## src/rtl/pu_array_datapath.sv

```systemverilog
// Four-lane multiply-accumulate datapath that responds to the Controller FSM strobes.
// Each lane is a 3-stage pipeline: operand registers -> product register -> accumulator.
module pu_array_datapath #(
    parameter int WIDTH = 8,
    parameter int ACC_W = 2*WIDTH+4,
    parameter int COUNT = 16
) (
    input  logic               clk,
    input  logic               rst,
    input  logic [4*WIDTH-1:0] a_in,
    input  logic [4*WIDTH-1:0] b_in,
    input  logic               a_regs_en,
    input  logic               a_muxs,
    input  logic               b_regs_en,
    input  logic               pu_mult_regs_en,
    input  logic               pu_add_regs_en,
    input  logic [1:0]         res_mux,
    input  logic               done,
    output logic [ACC_W-1:0]   result,
    output logic               result_valid,
    output logic               z0,
    output logic               z1,
    output logic               z2,
    output logic               z3,
    output logic               end_signal
);

    localparam int CNT_W = $clog2(COUNT+1);
    localparam logic [CNT_W-1:0] CNT_MAX = CNT_W'(COUNT);

    logic signed [WIDTH-1:0]   a_reg [4];
    logic signed [WIDTH-1:0]   b_reg [4];
    logic signed [2*WIDTH-1:0] m_reg [4];
    logic signed [ACC_W-1:0]   acc   [4];
    logic [CNT_W-1:0]          cnt;

    for (genvar i = 0; i < 4; i++) begin : g_lane
        localparam int NEXT = (i + 1) % 4;

        always_ff @(posedge clk) begin
            if (rst) begin
                a_reg[i] <= '0;
                b_reg[i] <= '0;
                m_reg[i] <= '0;
                acc[i]   <= '0;
            end else begin
                // Rotation reads the neighbour's pre-edge value, so all lanes shift together.
                if (a_regs_en)
                    a_reg[i] <= a_muxs ? a_reg[NEXT] : a_in[i*WIDTH +: WIDTH];
                if (b_regs_en)
                    b_reg[i] <= b_in[i*WIDTH +: WIDTH];
                if (pu_mult_regs_en)
                    m_reg[i] <= (2*WIDTH)'(a_reg[i]) * (2*WIDTH)'(b_reg[i]);
                // Frame clear takes priority over a same-cycle accumulate.
                if (done)
                    acc[i] <= '0;
                else if (pu_add_regs_en)
                    acc[i] <= acc[i] + ACC_W'(m_reg[i]);
            end
        end
    end

    always_ff @(posedge clk) begin
        if (rst) begin
            cnt          <= '0;
            result       <= '0;
            result_valid <= 1'b0;
        end else begin
            result_valid <= done;
            if (done) begin
                result <= acc[res_mux];
                cnt    <= '0;
            end else if (pu_add_regs_en && cnt != CNT_MAX) begin
                cnt <= cnt + 1'b1;
            end
        end
    end

    assign z0         = (acc[0] == '0);
    assign z1         = (acc[1] == '0);
    assign z2         = (acc[2] == '0);
    assign z3         = (acc[3] == '0);
    assign end_signal = (cnt == CNT_MAX);

endmodule

```

## config.mk

```make
export PLATFORM = sky130hd
export DESIGN_NAME = pu_array_datapath
export DESIGN_NICKNAME = d
export VERILOG_FILES = /design/src/rtl/pu_array_datapath.sv
export SDC_FILE = /design/constraint.sdc
export NUM_CORES = 1
export LEC_CHECK = 0
export ABC_AREA = 1
export BUFFER_PORTS_ARGS = -buffer_cell sky130_fd_sc_hd__buf_2
export CAP_MARGIN = 20
export CELL_PAD_IN_SITES_DETAIL_PLACEMENT = 0
export CELL_PAD_IN_SITES_GLOBAL_PLACEMENT = 1
export CORE_MARGIN = 8
export CORE_UTILIZATION = 50
export DETAILED_ROUTE_END_ITERATION = 10
export PLACE_DENSITY = 0.88
export SLEW_MARGIN = 20
export SYNTH_ARGS = -nofsm -noshare
export SYNTH_HDL_FRONTEND = slang
export SYNTH_SLANG_ARGS = --single-unit
```

## constraint.sdc

```tcl
create_clock -name clk -period 9.78 [get_ports clk]
set_input_delay 1.467 -clock clk [delete_from_list [all_inputs] [get_ports clk]]
set_output_delay 1.467 -clock clk [all_outputs]
set_load 0.005 [all_outputs]
```

# Yosys cells after proc, flatten, opt, wreduce, memory -nomap -nowiden

Memory sizes are Yosys's and may differ from the RTL's. A register that Yosys moved wholly into a read port is not among the register bits.
Cells that the tools add are included.

Bits in writable memories: 208
Bits in latches: 0
Output and inout bits: 26
Bits of input ports: 74
Memories kept: 4
Logic and storage cells: 85
Register bits: 6
Bits in read-only memories: 0

Equality and inequality tests: 2
Multipliers: 4
Divide/modulo/power cells: 0
$lt $le $gt $ge: 0
Bitwise gates (word level): 20
Add/sub/neg operators: 5
Reduce and logical (&&, ||, !) cells: 6
Shifts and indexed selects: 0
Multiplexer cells: 42

Memories:

| memory | depth | bits a word | read ports | clocked after Yosys merged registers in | write ports | RTL line | source |
|---|---|---|---|---|---|---|---|
| acc    | 4     | 20          | 5          | 1                                       | 4           | 34       | `logic signed [ACC_W-1:0] acc [4];` |
| m_reg  | 4     | 16          | 4          | 0                                       | 4           | 33       | `logic signed [2*WIDTH-1:0] m_reg [4];` |
| a_reg  | 4     | 8           | 4          | 0                                       | 4           | 31       | `logic signed [WIDTH-1:0] a_reg [4];` |
| b_reg  | 4     | 8           | 4          | 0                                       | 4           | 32       | `logic signed [WIDTH-1:0] b_reg [4];` |

Operators with widths:

| operator                                      | number |
|---|---|
| 2-to-1 mux 20 bit                             | 8 |
| 2-to-1 mux 8 bit                              | 12 |
| adder 20 x 16 -> 20 bit                       | 4 |
| logical NOT 20 bit                            | 4 |
| multiplier 8 x 8 -> 16 bit                    | 4 |
| 2-to-1 mux 16 bit                             | 4 |
| bitwise OR 1 bit                              | 20 |
| 2-to-1 mux 1 bit                              | 18 |
| adder 5 x 1 -> 5 bit (second input constant)  | 1 |
| == test 5 bit (second input constant)         | 1 |
| inequality test 5 bit (second input constant) | 1 |
| OR reduction 2 bit                            | 1 |
| logical AND 1 bit                             | 1 |

# Logic depth before layout (Yosys ltp)

Word-level depth: 5
Mapped depth: 23
Gate-level depth less buffers: 22

# Worst setup path before layout

OpenSTA, ideal clock, no wires.

Kind: reg-to-reg
Start point: memory a_reg[0][7]
End point: memory m_reg[0][15] (netlist name), data pin
Library setup time: 250 ps
Period minus slack after synthesis: 4155 ps
Arrival time: 3905 ps
Path slack: 5625 ps
Required time: 9530 ps
Cell stages (with the launch flop): 18
Path through: edfxtp_1 -> clkbuf_1 -> nand2_1 -> fa_1 -> inv_1 -> fa_1 -> inv_1 -> fa_1 -> inv_1 -> fa_1 -> ha_1 -> a21o_1 -> nor2_1 -> nand2_1 -> nor2_1 -> nand3_1 -> nand2_1 -> nor2_1

RTL lines:

| element     | RTL line |
|---|---|
| from (decl) | 31 |
| to (decl)   | 33 |

==> results.json <==
{
  "run_status": "completed",
  "finClkSkew_ns": 0.02969,
  "max_cap_violations": 0,
  "dieWidth_um": 238.9,
  "ys_seq_area_share_pct": 27.24,
  "netlist_area_mm2": 0.02484,
  "first_pass_iters": 7,
  "wl_per_cell_um": 15.74,
  "route.detailed.drc": 0,
  "drt-total-wl_um": 64020,
  "timing.rr.start": "b_reg[2][2]",
  "layout-drive-gt1-share_pct": 4.788,
  "start_util_pct": 50.74,
  "holdPathStages": 2,
  "fin_crit_sh_pct": 45.03,
  "yosysTopAreaCellShare_pct": 25.15,
  "fp.dieH_um": 238.9,
  "dieArea_mm2": 0.05706,
  "slowest_delay_ns": 0.70,
  "ys_warn_count": 0,
  "placed_area_mm2": 0.02579,
  "required_ns": 10.11,
  "seqPwrFrac_pct": 34.5,
  "synth_area_leaders": "edfxtp_1 (25%), fa_1 (18%), nand2_1 (14%)",
  "worst_pin_slew_ns": 1.074,
  "cts_sinks": 234,
  "grt_start_max_net_pins": 65,
  "mappedNetlistNets": 3845,
  "ys_async_sr_fraction_pct": 0,
  "r2r.worst_path.cells": 16,
  "drv_slew": 0,
  "synth_enable_flop_cells": 208,
  "grt_usage_pct": 22.41,
  "switching_share_pct": 39.53,
  "timing.hold.ws_ns": 0.4704,
  "hold_end": "cnt[4]",
  "numCtsBuffers": 28,
  "arrival_ns": 4.74,
  "min_period_ns": 4.404,
  "core-area_mm2": 0.04895,
  "switchingPower_uw": 1530,
  "viasPerCell": 4.978,
  "setup_tns_ns": 0,
  "clk_latency_ns": 0.60,
  "root_buffer": "clkbuf_16",
  "syn_area_per_cell_um2": 7.408,
  "area_growth_pct": 7.536,
  "ys.flop_type": "edfxtp_1",
  "path_class": "reg -> reg",
  "power.internal_uw": 2341,
  "combPwrFrac_pct": 38.1,
  "tritoncts": "yes",
  "grt_pass1_vias": 19820,
  "rsz0062_at_grt": "false",
  "cts_hold_buffers": 0,
  "hold_class": "reg -> reg",
  "path_clk_slew_ns": 0.06,
  "largest_reg_flops": 80,
  "post_cts_buffers": 0,
  "crit_fanout": 8,
  "regToRegSetupSlack_ns": 5.38,
  "final_area_mm2": 0.02671,
  "ant_nets": 0,
  "htreeDepth": 1,
  "yosysTopAreaCell": "edfxtp_1",
  "io_pins": 100,
  "worst_slack_ns": 5.376,
  "hp-start": "cnt[4]",
  "regToRegEndpoint": "m_reg[1][15]",
  "power_density_mw_per_mm2": 144.9,
  "hpwl_um": 52210,
  "syn_inst": 3353,
  "cts_resized": 0,
  "relSlewSlack_pct": 28.26,
  "hold_violations": 0,
  "port_buffers": 99,
  "post-route-util_pct": 54.56,
  "overflow": 0,
  "cp-start-kind": "register",
  "via_count": 20250,
  "gp_congestion": 0.9531,
  "cp_slowest_cell": "fa_1",
  "p_leak_uw": 0.01481,
  "path_cells": "nand2_1 > fa_1 > inv_1 > fa_1 > inv_1 > fa_1 > inv_1 > fa_1 > ha_1 > nand2_1 > nor2_1 > nand4_1 > nor2_1 > nor2_1 > a21oi_1 > nor2_1",
  "drtIter0Drc": 1526,
  "max-vdd-ir-drop_mv": 0.1236,
  "dp_slack_ns": 5.417,
  "finalSetupViolCount": 0,
  "antenna_found_initial": 0,
  "grt_pass1_wl_um": 104000,
  "num_rows": 81,
  "fmax_ghz": 0.2271,
  "antenna_cells": 0,
  "crit_path_end_kind": "register",
  "nets": 3876,
  "ys_types": 41,
  "clock_power_share_pct": 27.3,
  "ys_ff_latch": 234,
  "clock_path_buffers": 3
}
worst max path at each step:
stage	from	endpoint	slack [ns]	depth (start not counted)
2_1_floorplan	a_reg[0][7]	m_reg[0][15]	5.62	17
3_3_place_gp	b_reg[1][2]	m_reg[0][31]	5.43	14
3_5_place_dp	a_reg[0][7]	m_reg[0][15]	5.42	16
4_1_cts	b_reg[1][2]	m_reg[0][31]	5.40	14
5_1_grt	b_reg[3][2]	m_reg[1][31]	5.11	16
6_report	b_reg[2][2]	m_reg[1][15]	5.38	16
power by group through the flow:
stage                     Sequential [uW]  Clock, uW  Combinational, uW
after floorplan                      1260          0               1170
after global placement               1350          0               1440
after detailed placement             1350          0               1460
after CTS                            1330       1080               1470
after global routing                 1350       1110               1730
final                                1340       1060               1480
placed cells by master (no fill, tap or decap), types with 26 or more instances in the layout:
master,netlist,layout
nand2_1,896,893
inv_1,799,799
nor2_1,373,372
fa_1,224,224
edfxtp_1,208,208
ha_1,194,194
a21oi_1,179,179
buf_2,15,99
o21ai_0,95,95
nand3_1,94,94
clkbuf_16,0,30
dfxtp_1,26,26
area by class of cell:
type / count / area (um^2)
clock inverters: 13 / 123.9
well taps: 664 / 830.8
multi-input cells: 2213 / 14650
flip-flops and latches: 234 / 6766
repair buffers: 103 / 525.5
inverters: 804 / 3018
fillers: 4694 / 22240
clock buffers: 37 / 790.8
metal layers:
layer / share of wire (%) / GRT usage [%]
met2: 41 / 33.56
met1: 50 / 33.39
met5: 0 / 0
met4: 3.3 / 6.624
met3: 5.6 / 3.077
synthesized netlist by cell type, drive strengths merged, types with 3 or more instances:
cell and n:
nand2 896, inv 802, nor2 375, fa 224, edfxtp 208, ha 194, a21oi 180, o21ai 98
nand3 94, clkbuf 79, dfxtp 26, buf 23, nand4 20, a22o 19, o22ai 19, nor4 18
nor3 13, xnor2 12, o21a 9, o21bai 7, xor2 7, a21o 6, a211oi 4, or2 4
nand3b 3
critical path: cells and delay by family (launching register included):
kind                       cells  cell delay, ns
DFF                            1            0.51
adders and majority gates      5            2.52
AOI/OAI and AO/OA              1            0.12
buffers and inverters          3            0.22
and+or+nand+nor                7            0.76
logic make-up after synthesis:
family                   count (synthesis)  share of synthesized area (%)
AND/OR/NAND/NOR                       1426                          22.66
buffers and inverters                  906                          13.80
flip-flops                             234                          27.24
AO/OA/AOI/OAI                          350                          7.803
XOR/XNOR                                19                         0.6700
adder cells (fa/ha/maj)                418                          27.83
per-stage QoR:
step | instances | total power, uW
3_5_place_dp | 4018 | 2815
4_1_cts | 4068 | 3887
2_1_floorplan | 3353 | 2426
5_1_grt | 4068 | 4180
3_3_place_gp | 4018 | 2789
6_report | 4068 | 3871
No activity file was read; power rests on OpenSTA's default activity.
